$ cat config.mk
export PLATFORM = sky130hd
export DESIGN_NAME = timed_event_dispatcher
export DESIGN_NICKNAME = d
export VERILOG_FILES = /design/src/rtl/timed_event_dispatcher.sv
export SDC_FILE = /design/constraint.sdc
export NUM_CORES = 2
export LEC_CHECK = 0
export ABC_AREA = 1
export BUFFER_PORTS_ARGS = -buffer_cell sky130_fd_sc_hd__buf_4
export CAP_MARGIN = 20
export CELL_PAD_IN_SITES_DETAIL_PLACEMENT = 0
export CELL_PAD_IN_SITES_GLOBAL_PLACEMENT = 1
export CORE_UTILIZATION = 32
export DETAILED_ROUTE_END_ITERATION = 8
export GPL_ROUTABILITY_DRIVEN = 1
export PLACE_DENSITY_LB_ADDON = 0.25
export SKIP_CTS_REPAIR_TIMING = 1
export SLEW_MARGIN = 10
export SYNTH_ARGS = -nofsm -noshare
export SYNTH_HDL_FRONTEND = slang
export SYNTH_SLANG_ARGS = --single-unit
$ cat constraint.sdc
create_clock -name clk -period 9.1 [get_ports clk]
set_input_delay 1.82 -clock clk [delete_from_list [all_inputs] [get_ports clk]]
set_output_delay 1.82 -clock clk [all_outputs]
set_load 0.01 [all_outputs]
$ cat src/rtl/timed_event_dispatcher.sv
// Timestamp-scheduled event FIFO: queues (timestamp, payload) pairs and releases the
// head when the shared 64-bit counter reaches its timestamp, flagging late and dropped events.
module timed_event_dispatcher #(
  parameter int DATA_WIDTH = 64,
  parameter int FIFO_DEPTH = 16,
  parameter int ADDR_WIDTH = 4
) (
  input  logic                  clk,
  input  logic                  reset,
  input  logic [63:0]           counter,
  input  logic                  enable,
  input  logic                  flush,
  input  logic                  in_valid,
  output logic                  in_ready,
  input  logic [63:0]           in_timestamp,
  input  logic [DATA_WIDTH-1:0] in_data,
  output logic                  out_valid,
  output logic [63:0]           out_timestamp,
  output logic [DATA_WIDTH-1:0] out_data,
  output logic                  late_error,
  output logic                  overflow_error,
  input  logic                  error_clear,
  output logic [ADDR_WIDTH:0]   fifo_count,
  output logic                  empty,
  output logic                  full
);

  logic [63:0]           ts_mem_q   [FIFO_DEPTH];
  logic [DATA_WIDTH-1:0] data_mem_q [FIFO_DEPTH];

  logic [ADDR_WIDTH:0]   wr_ptr_q, wr_ptr_d;
  logic [ADDR_WIDTH:0]   rd_ptr_q, rd_ptr_d;
  logic                  out_valid_q, out_valid_d;
  logic [63:0]           out_ts_q, out_ts_d;
  logic [DATA_WIDTH-1:0] out_data_q, out_data_d;
  logic                  late_q, late_d;
  logic                  ovf_q, ovf_d;

  logic [ADDR_WIDTH:0]   count;
  logic [63:0]           head_ts;
  logic [DATA_WIDTH-1:0] head_data;
  logic                  push, pop;

  // Pointers carry one extra wrap bit so a full FIFO is distinguishable from an empty one.
  assign count     = wr_ptr_q - rd_ptr_q;
  assign full      = (count == (ADDR_WIDTH+1)'(FIFO_DEPTH));
  assign empty     = (count == '0);
  assign in_ready  = !full;
  assign head_ts   = ts_mem_q[rd_ptr_q[ADDR_WIDTH-1:0]];
  assign head_data = data_mem_q[rd_ptr_q[ADDR_WIDTH-1:0]];

  // Flush takes precedence over both queue operations for the cycle.
  assign push = in_valid && !full && !flush;
  assign pop  = enable && !empty && (head_ts <= counter) && !flush;

  always_comb begin
    wr_ptr_d    = wr_ptr_q;
    rd_ptr_d    = rd_ptr_q;
    out_valid_d = pop;
    out_ts_d    = out_ts_q;
    out_data_d  = out_data_q;
    late_d      = late_q;
    ovf_d       = ovf_q;

    if (flush) begin
      wr_ptr_d = '0;
      rd_ptr_d = '0;
    end else begin
      if (push) wr_ptr_d = wr_ptr_q + (ADDR_WIDTH+1)'(1);
      if (pop)  rd_ptr_d = rd_ptr_q + (ADDR_WIDTH+1)'(1);
    end

    if (pop) begin
      out_ts_d   = head_ts;
      out_data_d = head_data;
    end

    // A same-cycle set beats error_clear.
    if (error_clear) begin
      late_d = 1'b0;
      ovf_d  = 1'b0;
    end
    if (pop && (head_ts < counter)) late_d = 1'b1;
    if (in_valid && full)           ovf_d  = 1'b1;
  end

  always_ff @(posedge clk) begin
    if (reset) begin
      wr_ptr_q    <= '0;
      rd_ptr_q    <= '0;
      out_valid_q <= 1'b0;
      out_ts_q    <= '0;
      out_data_q  <= '0;
      late_q      <= 1'b0;
      ovf_q       <= 1'b0;
    end else begin
      wr_ptr_q    <= wr_ptr_d;
      rd_ptr_q    <= rd_ptr_d;
      out_valid_q <= out_valid_d;
      out_ts_q    <= out_ts_d;
      out_data_q  <= out_data_d;
      late_q      <= late_d;
      ovf_q       <= ovf_d;
    end
  end

  always_ff @(posedge clk) begin
    if (push) begin
      ts_mem_q[wr_ptr_q[ADDR_WIDTH-1:0]]   <= in_timestamp;
      data_mem_q[wr_ptr_q[ADDR_WIDTH-1:0]] <= in_data;
    end
  end

  assign out_valid      = out_valid_q;
  assign out_timestamp  = out_ts_q;
  assign out_data       = out_data_q;
  assign late_error     = late_q;
  assign overflow_error = ovf_q;
  assign fifo_count     = count;

endmodule

## Word level (Yosys, flattened, before mapping)

Memories as Yosys holds them, arrays and structs flattened. A register that Yosys moved wholly into a read port is not among the register bits.
Cells that the tools add are included.

- Register bits: 77
- RAM bits: 2048
- Memories: 2

Memory list:

| name | depth | width | rd ports | clocked after memory_dff | write ports | line | source |
|---|---|---|---|---|---|---|---|
| data_mem_q | 16 | 64 | 1 | 1 | 1 | 29 | `logic [DATA_WIDTH-1:0] data_mem_q [FIFO_DEPTH];` |
| ts_mem_q | 16 | 64 | 1 | 1 | 1 | 28 | `logic [63:0] ts_mem_q [FIFO_DEPTH];` |

- Reductions and logical operators: 14
- Magnitude comparators: 2
- Add/subtract/negate cells: 3
- Mux-type cells: 7
- Equality and inequality tests: 1

Operators by type and width:

| kind | number |
|---|---|
| $le A64 B64 Y1 | 1 |
| $lt A64 B64 Y1 | 1 |
| $add A5 B1 Y5 const B | 2 |
| $mux W4 | 2 |
| $logic_and A1 B1 Y1 | 7 |
| $eq A5 B5 Y1 const B | 1 |
| $logic_not A5 Y1 | 1 |
| $mux W1 | 5 |
| $sub A5 B5 Y5 | 1 |
| $reduce_bool A2 Y1 | 2 |
| $logic_not A1 Y1 | 3 |
| $reduce_or A2 Y1 | 1 |

## Logic depth before layout (Yosys ltp)

- Depth after elaboration: 8
- Depth in mapped cells: 30

## Least setup slack after synthesis

Ideal clock, no wire load.

- Kind: in2reg
- Start point: input in_valid
- End point: memory data_mem_q[11][0], enable pin
- Stages: 6
- Data arrival time: 7606 ps
- Buffers on the path: 0
- Setup slack: 878 ps
- Cells stage by stage: inv_1 > nor2_1 > nand2_1 > inv_1 > nand2_1 > nor2_1

- Word-level cells in the longest chain between the ends: 4

Ends and longest elaborated chain:

| item | line | source |
|---|---|---|
| start, declared | 13 | `input logic in_valid,` |
| $logic_and A1 B1 Y1 (2 in a row) | 53 | `assign push = in_valid && !full && !flush;` |
| $mux W1 | 108 | `if (push) begin` |
| $mux W1 (not written as such) | 110 | `data_mem_q[wr_ptr_q[ADDR_WIDTH-1:0]] <= in_data;` |
| end, declared | 29 |  |

Every way passes these cells.

==> results.rst <==
.. list-table::
   :header-rows: 1

   * - Metric
     - Value
   * - Max_cap viols
     - 0
   * - Die height
     - 525 um
   * - Clock tree from TritonCTS
     - done
   * - Leading area contributor after synthesis
     - sky130_fd_sc_hd__edfxtp_1
   * - Placement row count
     - 191
   * - GRT Util Overall
     - 18.5%
   * - Filler-free cell count of the finished design
     - 10600
   * - Cell area after layout
     - 101000 um2
   * - Final net count
     - 7078
   * - Seq/Total Area, Yosys
     - 73.7%
   * - Most used standard cells in the synthesized netlist
     - sky130_fd_sc_hd__edfxtp_1 (2048), sky130_fd_sc_hd__o21ai_0 (841), sky130_fd_sc_hd__nor2_1 (832)
   * - Synth Cell Area
     - 87400 um2
   * - Lkg Pwr
     - 33.9 nW
   * - CTS clk-pin slew, worst paths
     - 60 ps
   * - Crit end category
     - flop
   * - Maximum buffer depth of the clock tree
     - 4
   * - DP Worst Slack
     - 2620 ps
   * - Placeable core region
     - 271000 um2
   * - Slew at the pin with the worst max-slew slack
     - 1140 ps
   * - Status
     - completed
   * - Delay of the slowest cell on the worst path
     - 830 ps
   * - Number of port buffers
     - 336
   * - Half-perimeter wire length after detailed placement
     - 130000 um
   * - Worst endpoint data arrival time
     - 7190 ps
   * - Cell types occupying the most area after synthesis
     - sky130_fd_sc_hd__edfxtp_1 (70%), sky130_fd_sc_hd__o21ai_0 (4.8%), sky130_fd_sc_hd__nor2_1 (3.6%)
   * - Power density relative to cell area
     - 208 nW/um2
   * - Remaining Overflow, GRT
     - 0
   * - Filler cells
     - 25800
   * - Maximum clock frequency
     - 156 MHz
   * - Worst Slack Setup Final
     - 2680 ps
   * - Number of I/O pins
     - 337
   * - Clock tree root driver cell
     - sky130_fd_sc_hd__clkbuf_16
   * - Pre-Repair DR Iteration Count
     - 6
   * - Hold slack
     - 468 ps
   * - Crit path max-delay cell type
     - sky130_fd_sc_hd__buf_4
   * - Critical setup path kind
     - flop to flop
   * - Global-route wire length before repair
     - 375000 um
   * - DRC violation total after the first TritonRoute iteration
     - 4710
   * - Max VDD drop
     - 0.000149 V
   * - Critical Path Fanout Max
     - 106
   * - Total clock buffers created by CTS
     - 235
   * - Instance count of the mapped netlist
     - 6587
   * - Final weighted congestion in routability-driven placement
     - 0.748
   * - Avg Vias per Cell
     - 5.09
   * - DRC violations left
     - 0
   * - Antenna violations before repair
     - 52
   * - Vias in the first global route
     - 52300
   * - CP cell instances
     - buf_12 > buf_12 > buf_4 > a21oi_1 > o21ai_0 > o21ai_0 > o211ai_1 > nand2_1 > ha_1 > nand2_1 > nor2_1 > nand2_1 > nand2_1 > nand2_1 > nand2_1 > nand2_1 > nand2_1 > nand2_1 > nand2_8 > buf_4 > nand3_1 > a21oi_1
   * - Post-Syn Nets
     - 6859
   * - Sink Count
     - 2193
   * - Count of distinct cell types in the synthesized netlist
     - 35
   * - Share of the clock period used by the worst path after layout
     - 70.5%
   * - Synth-to-Final Area Change
     - 15.5%
   * - Die Area
     - 275000 um2
   * - Starting density of the core
     - 32.2%
   * - FF+latch count, synth
     - 2193
   * - Number of endpoints failing setup at the final stage
     - 0
   * - H-Tree Level Count
     - 4
   * - Layout cell share with drive strength beyond 1
     - 11.1%
   * - Unrepaired setup endpoints after global routing
     - no
   * - Required time of the worst setup path
     - 9870 ps
   * - Slew Limit Fails
     - 0
   * - Most used flip-flop cell after synthesis
     - sky130_fd_sc_hd__edfxtp_1
   * - Maximum number of pins on one net before global-route repair
     - 197
   * - Kind of path behind the tightest hold check
     - flop to flop
   * - Skew-Pair Late Insertion Delay
     - 900 ps
   * - Final-report hold violation count
     - 0
   * - Syn_area_per_cell
     - 13.3 um2
   * - Average routed wire per standard cell
     - 24.9 um
   * - Overall power after layout
     - 21.0 mW
   * - Yosys synthesis warning count
     - 0
   * - Multi-input gate area in the final layout
     - 20000 um2
   * - Fin util
     - 37.2%
   * - Sequential cell area in the final layout
     - 64400 um2
   * - Fraction of registers with async set/reset
     - 0%
   * - Setup total negative slack
     - 0 ps
   * - Crit path time final
     - 6420 ps
   * - Detailed-route via count
     - 53800
   * - Horizontal die dimension
     - 525 um
   * - Number of enable-type register cells in the synthesized netlist
     - 2048
   * - Skew final
     - 54.7 ps
   * - Critical path launch point type
     - flop
   * - Launch instance of the worst min-delay path
     - overflow_error
   * - Number of nets with antenna violations after routing
     - 0
   * - Total placed cells including tap cells
     - 10100
   * - Most common cell in the synthesized netlist
     - sky130_fd_sc_hd__edfxtp_1
   * - Top-area cell type share of the netlist area
     - 70.4%
   * - Instance area after placement
     - 93800 um2
   * - Headroom to the max-slew limit
     - 23.9%
   * - Total wire length after detailed routing
     - 263000 um
   * - Dominant cell type by count on the critical path
     - sky130_fd_sc_hd__nand2_1
[cell type report]
type | count | area share (%)
Inverter | 360 | 1.37
Timing Repair Buffer | 423 | 3.49
Clock buffer | 301 | 6.19
Tap cell | 3570 | 4.42
Multi-Input combinational cell | 3593 | 19.8
Sequential cell | 2193 | 63.8
Clock inverter | 117 | 0.926
Antenna cell | 12 | 0.0297
[path summary, 6_finish.rpt]
kind | cells after the start | slack [ps] | endpoint
max reg2reg | 22 | 2680 | flop
min | 2 | 470 | overflow_error
max | 22 | 2680 | flop
min reg2reg | 2 | 470 | overflow_error
[state kept, by name, indices dropped and copies added, names as in the netlist, named ones only]
| signal | count |
|---|---|
| data_mem_q | 1024 |
| ts_mem_q | 1024 |
| out_data | 64 |
| out_timestamp | 64 |
| rd_ptr_q | 5 |
| wr_ptr_q | 5 |
| late_error | 1 |
| out_valid | 1 |
| overflow_error | 1 |
[layer usage]
metal / wire (um) / global-route usage (%) / vias to the layer above
met5: 266 / 0 / -
met1: 115000 / 24.8 / 27300
li1: - / - / 24700
met4: 6060 / 4.63 / 44
met3: 15400 / 3.69 / 395
met2: 126000 / 30.7 / 1377
[where the power goes]
group	switching, mW	total [mW]	internal, mW	leakage (nW)
Combinational	0.546	0.817	0.270	10.7
Clock	3.87	9.07	5.20	3.52
Sequential	0.0414	11.1	11.1	19.6
[cell usage in the layout (no fill, tap or decap), drive strengths merged, types with 73 or more instances in the layout]
master,Yosys,routed
clkbuf,315,301
nand3b,99,99
dfxtp,145,145
inv,360,360
clkinv,0,98
edfxtp,2048,2048
buf,126,423
mux2i,256,256
nand2,451,451
a21oi,325,325
nand3,124,124
ha,73,73
o22ai,173,173
o21ai,851,851
nor2,835,835
o211ai,320,320
[worst max-delay path: cells and delay by family (launching register included)]
family / cells / cell delay [ps]
AOI/OAI and AO/OA: 5 / 820
buffers and inverters: 4 / 2530
DFF: 1 / 730
and+or+nand+nor: 12 / 1640
adders and majority gates: 1 / 350
[cells by family (layout without fill, tap and decap cells)]
family / Yosys count / after routing / synth area share, %
other cells: 0 / 12 / 0
fa+ha+maj: 74 / 74 / 1.07
mux: 256 / 256 / 2.93
buf+inv: 801 / 1201 / 3.64
flops: 2193 / 2193 / 73.7
compound gates: 1740 / 1740 / 11.4
simple gates: 1518 / 1518 / 7.19
xor+xnor: 5 / 5 / 0.0501
No activity file was read; power rests on OpenSTA's default activity.
